<file path="src/rtl/dmni_mem_arbiter.sv">
// dmni_mem_arbiter: burst-granular arbiter sharing the DMNI local-memory port between N_REQ DMA requesters.
// Define DMNI_MEM_ARB_FIXED_PRIO_EN to select lowest-index-wins fixed priority instead of round-robin.
module dmni_mem_arbiter #(
    parameter int N_REQ     = 2,
    parameter int MAX_BURST = 16
) (
    input  logic                   clk_i,
    input  logic                   rst_i,
    input  logic [N_REQ-1:0]       req_i,
    input  logic [N_REQ-1:0]       last_i,
    input  logic [N_REQ-1:0][3:0]  we_i,
    input  logic [N_REQ-1:0][31:0] addr_i,
    input  logic [N_REQ-1:0][31:0] data_i,
    output logic [N_REQ-1:0]       gnt_o,
    output logic [N_REQ-1:0]       rvalid_o,
    output logic [31:0]            rdata_o,
    output logic [3:0]             mem_we_o,
    output logic [31:0]            mem_addr_o,
    output logic [31:0]            mem_data_o,
    input  logic [31:0]            mem_data_i
);

    localparam int IDW = (N_REQ > 1) ? $clog2(N_REQ) : 1;
    localparam int BCW = $clog2(MAX_BURST);
    localparam logic [BCW-1:0] LAST_BEAT = BCW'(MAX_BURST - 1);
    localparam logic [IDW-1:0] TOP_ID    = IDW'(N_REQ - 1);

    typedef enum logic [0:0] {
        ST_IDLE  = 1'b0,
        ST_BURST = 1'b1
    } state_t;

    state_t         state_r, state_s;
    logic [IDW-1:0] owner_r, owner_s;
    logic [IDW-1:0] rr_ptr_r, rr_ptr_s;
    logic [IDW-1:0] rd_id_r, rd_id_s;
    logic [IDW-1:0] pick_s;
    logic [IDW-1:0] next_ptr_s;
    logic [BCW-1:0] beat_cnt_r, beat_cnt_s;
    logic           rd_pend_r, rd_pend_s;
    logic [N_REQ-1:0] gnt_s;
    logic [3:0]     mem_we_s;
    logic [31:0]    mem_addr_s;
    logic [31:0]    mem_data_s;

`ifdef DMNI_MEM_ARB_FIXED_PRIO_EN
    // Requester selection: lowest requesting index wins.
    always_comb begin
        pick_s = '0;
        for (int k = N_REQ - 1; k >= 0; k--) begin
            if (req_i[IDW'(k)]) begin
                pick_s = IDW'(k);
            end else begin
                pick_s = pick_s;
            end
        end
    end

    assign next_ptr_s = '0;
`else
    // Requester selection: first requester at or after rr_ptr, wrapping modulo N_REQ.
    always_comb begin
        logic [IDW:0]   sum;
        logic [IDW-1:0] cand;
        pick_s = '0;
        sum    = '0;
        cand   = '0;
        // Scan from the farthest offset down so the nearest requester is written last.
        for (int k = N_REQ - 1; k >= 0; k--) begin
            sum = {1'b0, rr_ptr_r} + (IDW+1)'(k);
            if (sum >= (IDW+1)'(N_REQ)) begin
                sum = sum - (IDW+1)'(N_REQ);
            end else begin
                sum = sum;
            end
            cand = sum[IDW-1:0];
            if (req_i[cand]) begin
                pick_s = cand;
            end else begin
                pick_s = pick_s;
            end
        end
    end

    assign next_ptr_s = (owner_r == TOP_ID) ? '0 : owner_r + IDW'(1);
`endif

    // Next-state, burst accounting and memory-port mux.
    always_comb begin
        state_s    = state_r;
        owner_s    = owner_r;
        rr_ptr_s   = rr_ptr_r;
        beat_cnt_s = beat_cnt_r;
        rd_pend_s  = 1'b0;
        rd_id_s    = rd_id_r;
        gnt_s      = '0;
        mem_we_s   = 4'b0000;
        mem_addr_s = 32'h0000_0000;
        mem_data_s = 32'h0000_0000;
        case (state_r)
            ST_IDLE: begin
                if (|req_i) begin
                    owner_s    = pick_s;
                    beat_cnt_s = '0;
                    state_s    = ST_BURST;
                end else begin
                    state_s    = ST_IDLE;
                end
            end
            ST_BURST: begin
                if (req_i[owner_r]) begin
                    gnt_s[owner_r] = 1'b1;
                    mem_we_s       = we_i[owner_r];
                    mem_addr_s     = addr_i[owner_r];
                    mem_data_s     = data_i[owner_r];
                    if (we_i[owner_r] == 4'b0000) begin
                        rd_pend_s = 1'b1;
                        rd_id_s   = owner_r;
                    end else begin
                        rd_pend_s = 1'b0;
                    end
                    // The MAX_BURST-1 check keeps beat_cnt from ever wrapping.
                    if (last_i[owner_r] || (beat_cnt_r == LAST_BEAT)) begin
                        state_s    = ST_IDLE;
                        rr_ptr_s   = next_ptr_s;
                        beat_cnt_s = '0;
                    end else begin
                        beat_cnt_s = beat_cnt_r + BCW'(1);
                    end
                end else begin
                    state_s  = ST_IDLE;
                    rr_ptr_s = next_ptr_s;
                end
            end
            default: begin
                state_s = ST_IDLE;
            end
        endcase
    end

    // Read return one cycle after the granted read, regardless of arbiter state.
    always_comb begin
        rvalid_o = '0;
        rdata_o  = 32'h0000_0000;
        if (rd_pend_r) begin
            rvalid_o[rd_id_r] = 1'b1;
            rdata_o           = mem_data_i;
        end else begin
            rdata_o           = 32'h0000_0000;
        end
    end

    assign gnt_o      = gnt_s;
    assign mem_we_o   = mem_we_s;
    assign mem_addr_o = mem_addr_s;
    assign mem_data_o = mem_data_s;

    // State registers; reset drops any read still in flight.
    always_ff @(posedge clk_i) begin
        if (rst_i) begin
            state_r    <= ST_IDLE;
            owner_r    <= '0;
            rr_ptr_r   <= '0;
            beat_cnt_r <= '0;
            rd_pend_r  <= 1'b0;
            rd_id_r    <= '0;
        end else begin
            state_r    <= state_s;
            owner_r    <= owner_s;
            rr_ptr_r   <= rr_ptr_s;
            beat_cnt_r <= beat_cnt_s;
            rd_pend_r  <= rd_pend_s;
            rd_id_r    <= rd_id_s;
        end
    end

endmodule

</file>
<file path="config.mk">
export PLATFORM = sky130hd
export DESIGN_NAME = dmni_mem_arbiter
export DESIGN_NICKNAME = d
export VERILOG_FILES = /design/src/rtl/dmni_mem_arbiter.sv
export SDC_FILE = /design/constraint.sdc
export NUM_CORES = 1
export LEC_CHECK = 0
export CAP_MARGIN = 20
export CORE_AREA = 4 4 106 108
export DETAILED_ROUTE_END_ITERATION = 7
export DIE_AREA = 0 0 110 112
export GPL_TIMING_DRIVEN = 1
export SLEW_MARGIN = 20
export SYNTH_ARGS = -nofsm -noshare
export SYNTH_HDL_FRONTEND = slang
export SYNTH_SLANG_ARGS = --single-unit
</file>
<file path="constraint.sdc">
create_clock -name clk_i -period 4.3 [get_ports clk_i]
set_input_delay 1.29 -clock clk_i [delete_from_list [all_inputs] [get_ports clk_i]]
set_output_delay 1.29 -clock clk_i [all_outputs]
set_load 0.05 [all_outputs]
</file>
* Word-level counts from Yosys, hierarchy flattened *
Index checks and enable logic that the tools add are counted.

storage, ports and cells
  bits in registers = 9
  bits of input ports = 174
  output and inout port bits = 104
  word-level logic and storage cells = 79

operators by class
  $add $sub $neg = 5
  order comparisons = 8
  equality and inequality tests = 4
  mux-type cells = 44
  bitwise operators = 2
  reductions and logical operators = 10

operators by type and width
  kind                 number
  $mux 32              9
  $mux 4               7
  $mux 1               21
  $lt 1x2->1 const B   4
  $pmux 4 s2           1
  $mux 2               3
  $reduce_and 2->1     3
  $add 4x1->4 const B  1
  $eq 4x4->1 const B   1
  $logic_not 4->1      1
  $ne 2x1->1 const B   2
  $reduce_and 3->1     1
  $reduce_or 3->1      1
  $add 1x1->2 const B  1
  $demux 1 s1          2
  $ge 1x1->1 const B   2
  $ge 1x2->1 const B   1
  $ge 2x2->1 const B   1
  $logic_and 1x1->1    2
  $ne 2x2->1 const B   1
  $not 1->1            2
  $pmux 1 s2           1
  $reduce_or 2->1      1
  $sub 1x1->1 const B  2
  other kinds (2)      2

* Logic depth before layout (Yosys ltp) *
  depth after elaboration = 7
  mapped depth = 6
  depth with buffers taken out = 5

* Worst setup path before layout *
No wires, ideal clock.

  kind = input-to-output
  start point = input req_i[0]
  end point = output mem_addr_o[0]
  arrival time = 2.474 ns
  data required time = 3.010 ns
  slack = 0.536 ns
  stages on the path = 5
  path buffers = 2
  path through = mux2_4 -> nand2_4 -> buf_6 -> buf_6 -> nor2_1

on the way
  longest elaborated chain between the ends = 4

RTL lines
  element                                    RTL line  source
  start: declaration                         9         input logic [N_REQ-1:0] req_i,
  $mux 1 (not written as such) (2 in a row)  111       if (req_i[owner_r]) begin
  $mux 32                                    111
  $mux 32                                    100       case (state_r)
  end: declaration                           18        output logic [31:0] mem_addr_o,

Every way passes these cells. The select of a mux whose other input is x is not followed.

* Worst setup path after layout *
  start point = input req_i[1]
  end point = output mem_addr_o[12]

Same word-level chain as after synthesis.

==> impl_metrics.csv <==
group,metric,value,unit
floorplanning,floorplan.core_area,10230,µm²
cts,clock_tree.root_cell,"sky130_fd_sc_hd__clkbuf_8",
min_path,timing.hold.worst.class,"reg2reg",
cts,hold_fix_buffers_at_cts,0,
sta,maxClockFrequency,244.5,MHz
routing,met2WireLength,5813,µm
synthesis,synth_top_area_share,38.10,%
setup_path,crit_arrival,2800,ps
synthesis,synth_async_sr_flop_share,0,%
setup_path,r2r_end,"beat_cnt_r[1]$_SDFFE_PP0P_",
routing,total_met3_wirelength_after_detailed_routing,1346,µm
synthesis,synth_seq_cells,9,
sta,worst_slew_pin_slew,535.5,ps
routing,maxUsedRoutingLayer,"met4",
sta,grt_setup_unrepaired,"false",
setup_path,startpoint_type,"input pin",
cts,clock_latency,230,ps
grt,antenna_found_initial,0,
synthesis,post_synth_num_cell_types,35,
min_path,timing.hold.worst_path_depth,2,
synthesis,synth.top_cells.by_area,"sky130_fd_sc_hd__mux2i_1 38%, sky130_fd_sc_hd__nor2_1 15%, sky130_fd_sc_hd__and2_1 12%",
cts,numCtsBuffers,3,
routing,drt-pass1-iter-count,4,
setup_path,cp_data_required_time,3010,ps
setup_path,worst-r2r-cell-count,5,
grt,globalRouteOverflowTotal,0,
routing,routed_wirelength,10880,µm
routing,met1Wirelength,3576,µm
synthesis,synthesis.instances,244,
routing,detail_route.wl_per_cell,16.82,µm
floorplanning,dieHeight,112,µm
floorplanning,placement_rows,37,
cts,cts_max_level,1,
place,dp_worst_setup_slack,194.8,ps
sta,min_period_over_period,95.13,%
synthesis,synth-main-ff-cell,"sky130_fd_sc_hd__dfxtp_1",
synthesis,synthesis.yosys.warnings,0,
run,drv_cap,0,
place,io_buffer_count,277,
synthesis,syn_avg_cell_area,7.323,µm²
place,place_hpwl,9380,µm
grt,grt_max_degree,77,
sta,skew,2.127,ps
grt,global_route.usage.total,15.84,%
sta,hold_viol_final,0,
setup_path,worst_r2r_startpoint,"owner_r$_SDFFE_PP0P_",
floorplanning,start_util,17.46,%
floorplanning,fp.dieArea,12320,µm²
routing,routed_via_density,4.193,
sta,timing.final.setup_violations,0,
min_path,hold_crit_start,"beat_cnt_r[1]$_SDFFE_PP0P_",
synthesis,synth.largest_area_cell,"sky130_fd_sc_hd__mux2i_1",
final_layout,diodes_inserted,0,
cts,cts_sinks,9,
sta,setup_tns,0,ps
final_layout,finish.net_count,687,
power,report.power.total,0.7430,mW
min_path,min_to,"beat_cnt_r[1]$_SDFFE_PP0P_",
cts,post_cts_resize_count,0,
synthesis,synth_nets,419,
power,cellLeakagePower,2.080,nW
cts,clkSlewWorstSetupHoldPaths,40,ps
setup_path,reg2reg_setup_slack,2600,ps
sta,layout_setup_ws,209.4,ps
cts,clockBufferDepth,2,
synthesis,summed_instance_area_of_the_synthesized_netlist,1787,µm²
setup_path,cp_max_fo,24,
grt,grt_pass1_wl,15270,µm
run_status,status,"complete, no violations",
routing,detail-route-antenna-nets,0,
sta,max_slew_headroom,64.30,%
sta,finalCriticalPeriod,4091,ps
place,finalWeightedCongestion,0.9025,
cts,post_cts.repair.setup_buffers,0,
grt,first_global_vias,2743,
power,p_per_area,139.3,nW/µm²
floorplanning,count_of_boundary_i_o_pins,278,
final_layout,post_route_cells_drive_above_1_share,23.29,%
setup_path,critPathCaptureType,"output pin",
cts,cts_tree,"done",
routing,drc,0,
synthesis,synth_enable_flop_cells,0,
final_layout,layout-area-overhead-vs-synth,198.5,%
routing,route.vias.total,2713,
setup_path,timing.setup.critical_path_class,"in2out",
routing,dr.first_iter.drc_count,94,
sta,finalMaxSlewViolations,0,
power,vdd_ir_drop_max,86.61,µV
synthesis,synth-seq-area-share,10.08,%
floorplanning,die-width,110,µm
-- cell type report --
cell class	count	area [µm²]
multi-input cells	213	1464
fillers	948	4897
clock buffers	4	45.04
flip-flops and latches	9	183.9
inverters	2	7.507
repair buffers	283	3463
well taps	136	170.2
-- flip-flops by register name, indices dropped and copies added, names as in the netlist --
signal and flops:
owner_r 1, state_r 1, beat_cnt_r 4, rd_id_r 1, rd_pend_r 1, rr_ptr_r 1
-- cell usage after synthesis, drive strengths merged (2+ instances only) --
library cell and count:
nor2 73, nor3 3, mux2i 69, nand4 2
and2 35, inv 2, a31oi 2, o21ai 3
a21oi 4, dfxtp 9, nand4b 2, nor2b 2
nand2 4, clkbuf 5, buf 15, nand3 3
-- logic make-up (layout without fill, tap and decap cells) --
kind of cell,count (synthesis),count (layout),share of synthesized area [%]
and+or+nand+nor,129,129,34.87
adders and majority gates,1,1,0.7002
DFF,9,9,10.08
AOI/OAI and AO/OA,13,13,6.163
buffers and inverters,22,289,7.983
muxes,70,70,40.20
-- layout by cell type, fill, tap and decap left out --
master / netlist / layout
sky130_fd_sc_hd__buf_12: 0 / 72
sky130_fd_sc_hd__mux2i_4: 1 / 1
sky130_fd_sc_hd__nor2_1: 73 / 73
sky130_fd_sc_hd__and2_2: 1 / 1
sky130_fd_sc_hd__nor3b_1: 1 / 1
sky130_fd_sc_hd__a31oi_4: 1 / 1
sky130_fd_sc_hd__nand2b_1: 1 / 1
sky130_fd_sc_hd__buf_4: 4 / 36
sky130_fd_sc_hd__nor2b_1: 2 / 2
sky130_fd_sc_hd__clkdlybuf4s50_1: 0 / 175
sky130_fd_sc_hd__nand3_1: 3 / 3
sky130_fd_sc_hd__nor4_1: 1 / 1
sky130_fd_sc_hd__dfxtp_1: 9 / 8
sky130_fd_sc_hd__mux2i_1: 68 / 68
sky130_fd_sc_hd__ha_1: 1 / 1
sky130_fd_sc_hd__nand3b_1: 1 / 1
sky130_fd_sc_hd__clkbuf_8: 0 / 3
sky130_fd_sc_hd__nor3_1: 3 / 3
sky130_fd_sc_hd__o21ai_0: 3 / 3
sky130_fd_sc_hd__nand4b_1: 2 / 2
sky130_fd_sc_hd__nand4_1: 2 / 2
sky130_fd_sc_hd__inv_1: 2 / 2
sky130_fd_sc_hd__nand2_4: 1 / 1
sky130_fd_sc_hd__and2_1: 34 / 34
sky130_fd_sc_hd__a22oi_1: 1 / 1
sky130_fd_sc_hd__clkbuf_1: 3 / 1
sky130_fd_sc_hd__o22ai_4: 1 / 1
sky130_fd_sc_hd__nand2_1: 3 / 3
sky130_fd_sc_hd__o211ai_1: 1 / 1
sky130_fd_sc_hd__mux2_4: 1 / 1
sky130_fd_sc_hd__a21oi_1: 4 / 4
sky130_fd_sc_hd__a31oi_1: 1 / 1
sky130_fd_sc_hd__a211oi_2: 1 / 1
sky130_fd_sc_hd__dfxtp_4: 0 / 1
sky130_fd_sc_hd__and3_1: 1 / 1
-- per-layer routing --
metal  vias up  GRT usage, %
li1       1362             -
met1      1190         15.95
met2       151         30.87
met3        10         5.449
met4         0         2.743
met5         -             0
-- worst max-delay path: stages --
cell and delay, ps:
sky130_fd_sc_hd__clkdlybuf4s50_1 480, sky130_fd_sc_hd__mux2_4 220, sky130_fd_sc_hd__nand2_4 180, sky130_fd_sc_hd__buf_12 230
sky130_fd_sc_hd__nor2_1 210, sky130_fd_sc_hd__buf_12 170
-- per-stage QoR --
| step | cell area [µm²] | hold WS [ps] | utilization [%] | std cells |
|---|---|---|---|---|
| floorplan | 1787 | 449.2 | - | 244 |
| global placement | 5289 | 461.4 | 51.69 | 643 |
| detailed placement | 5289 | 481.1 | 51.69 | 643 |
| CTS | 5334 | 487.2 | 52.13 | 647 |
| global route | 5334 | 510.9 | 52.13 | 647 |
| finish | 5334 | 485.7 | 52.13 | 647 |
-- worst max-delay path by stage --
stage,startpoint,to,depth (start not counted)
final,req_i[1],mem_addr_o[12],6
after global routing,req_i[1],mem_data_o[22],6
after CTS,req_i[0],mem_addr_o[12],6
after detailed placement,req_i[1],mem_data_o[22],6
after global placement,req_i[0],mem_data_o[22],6
after floorplan,req_i[0],mem_addr_o[0],5
-- where the power goes --
| part | switching, mW | internal [mW] |
|---|---|---|
| Sequential | 0.00329 | 0.0865 |
| Combinational | 0.244 | 0.311 |
| Clock | 0.0331 | 0.0646 |
Power figures use the tool's default switching activity.
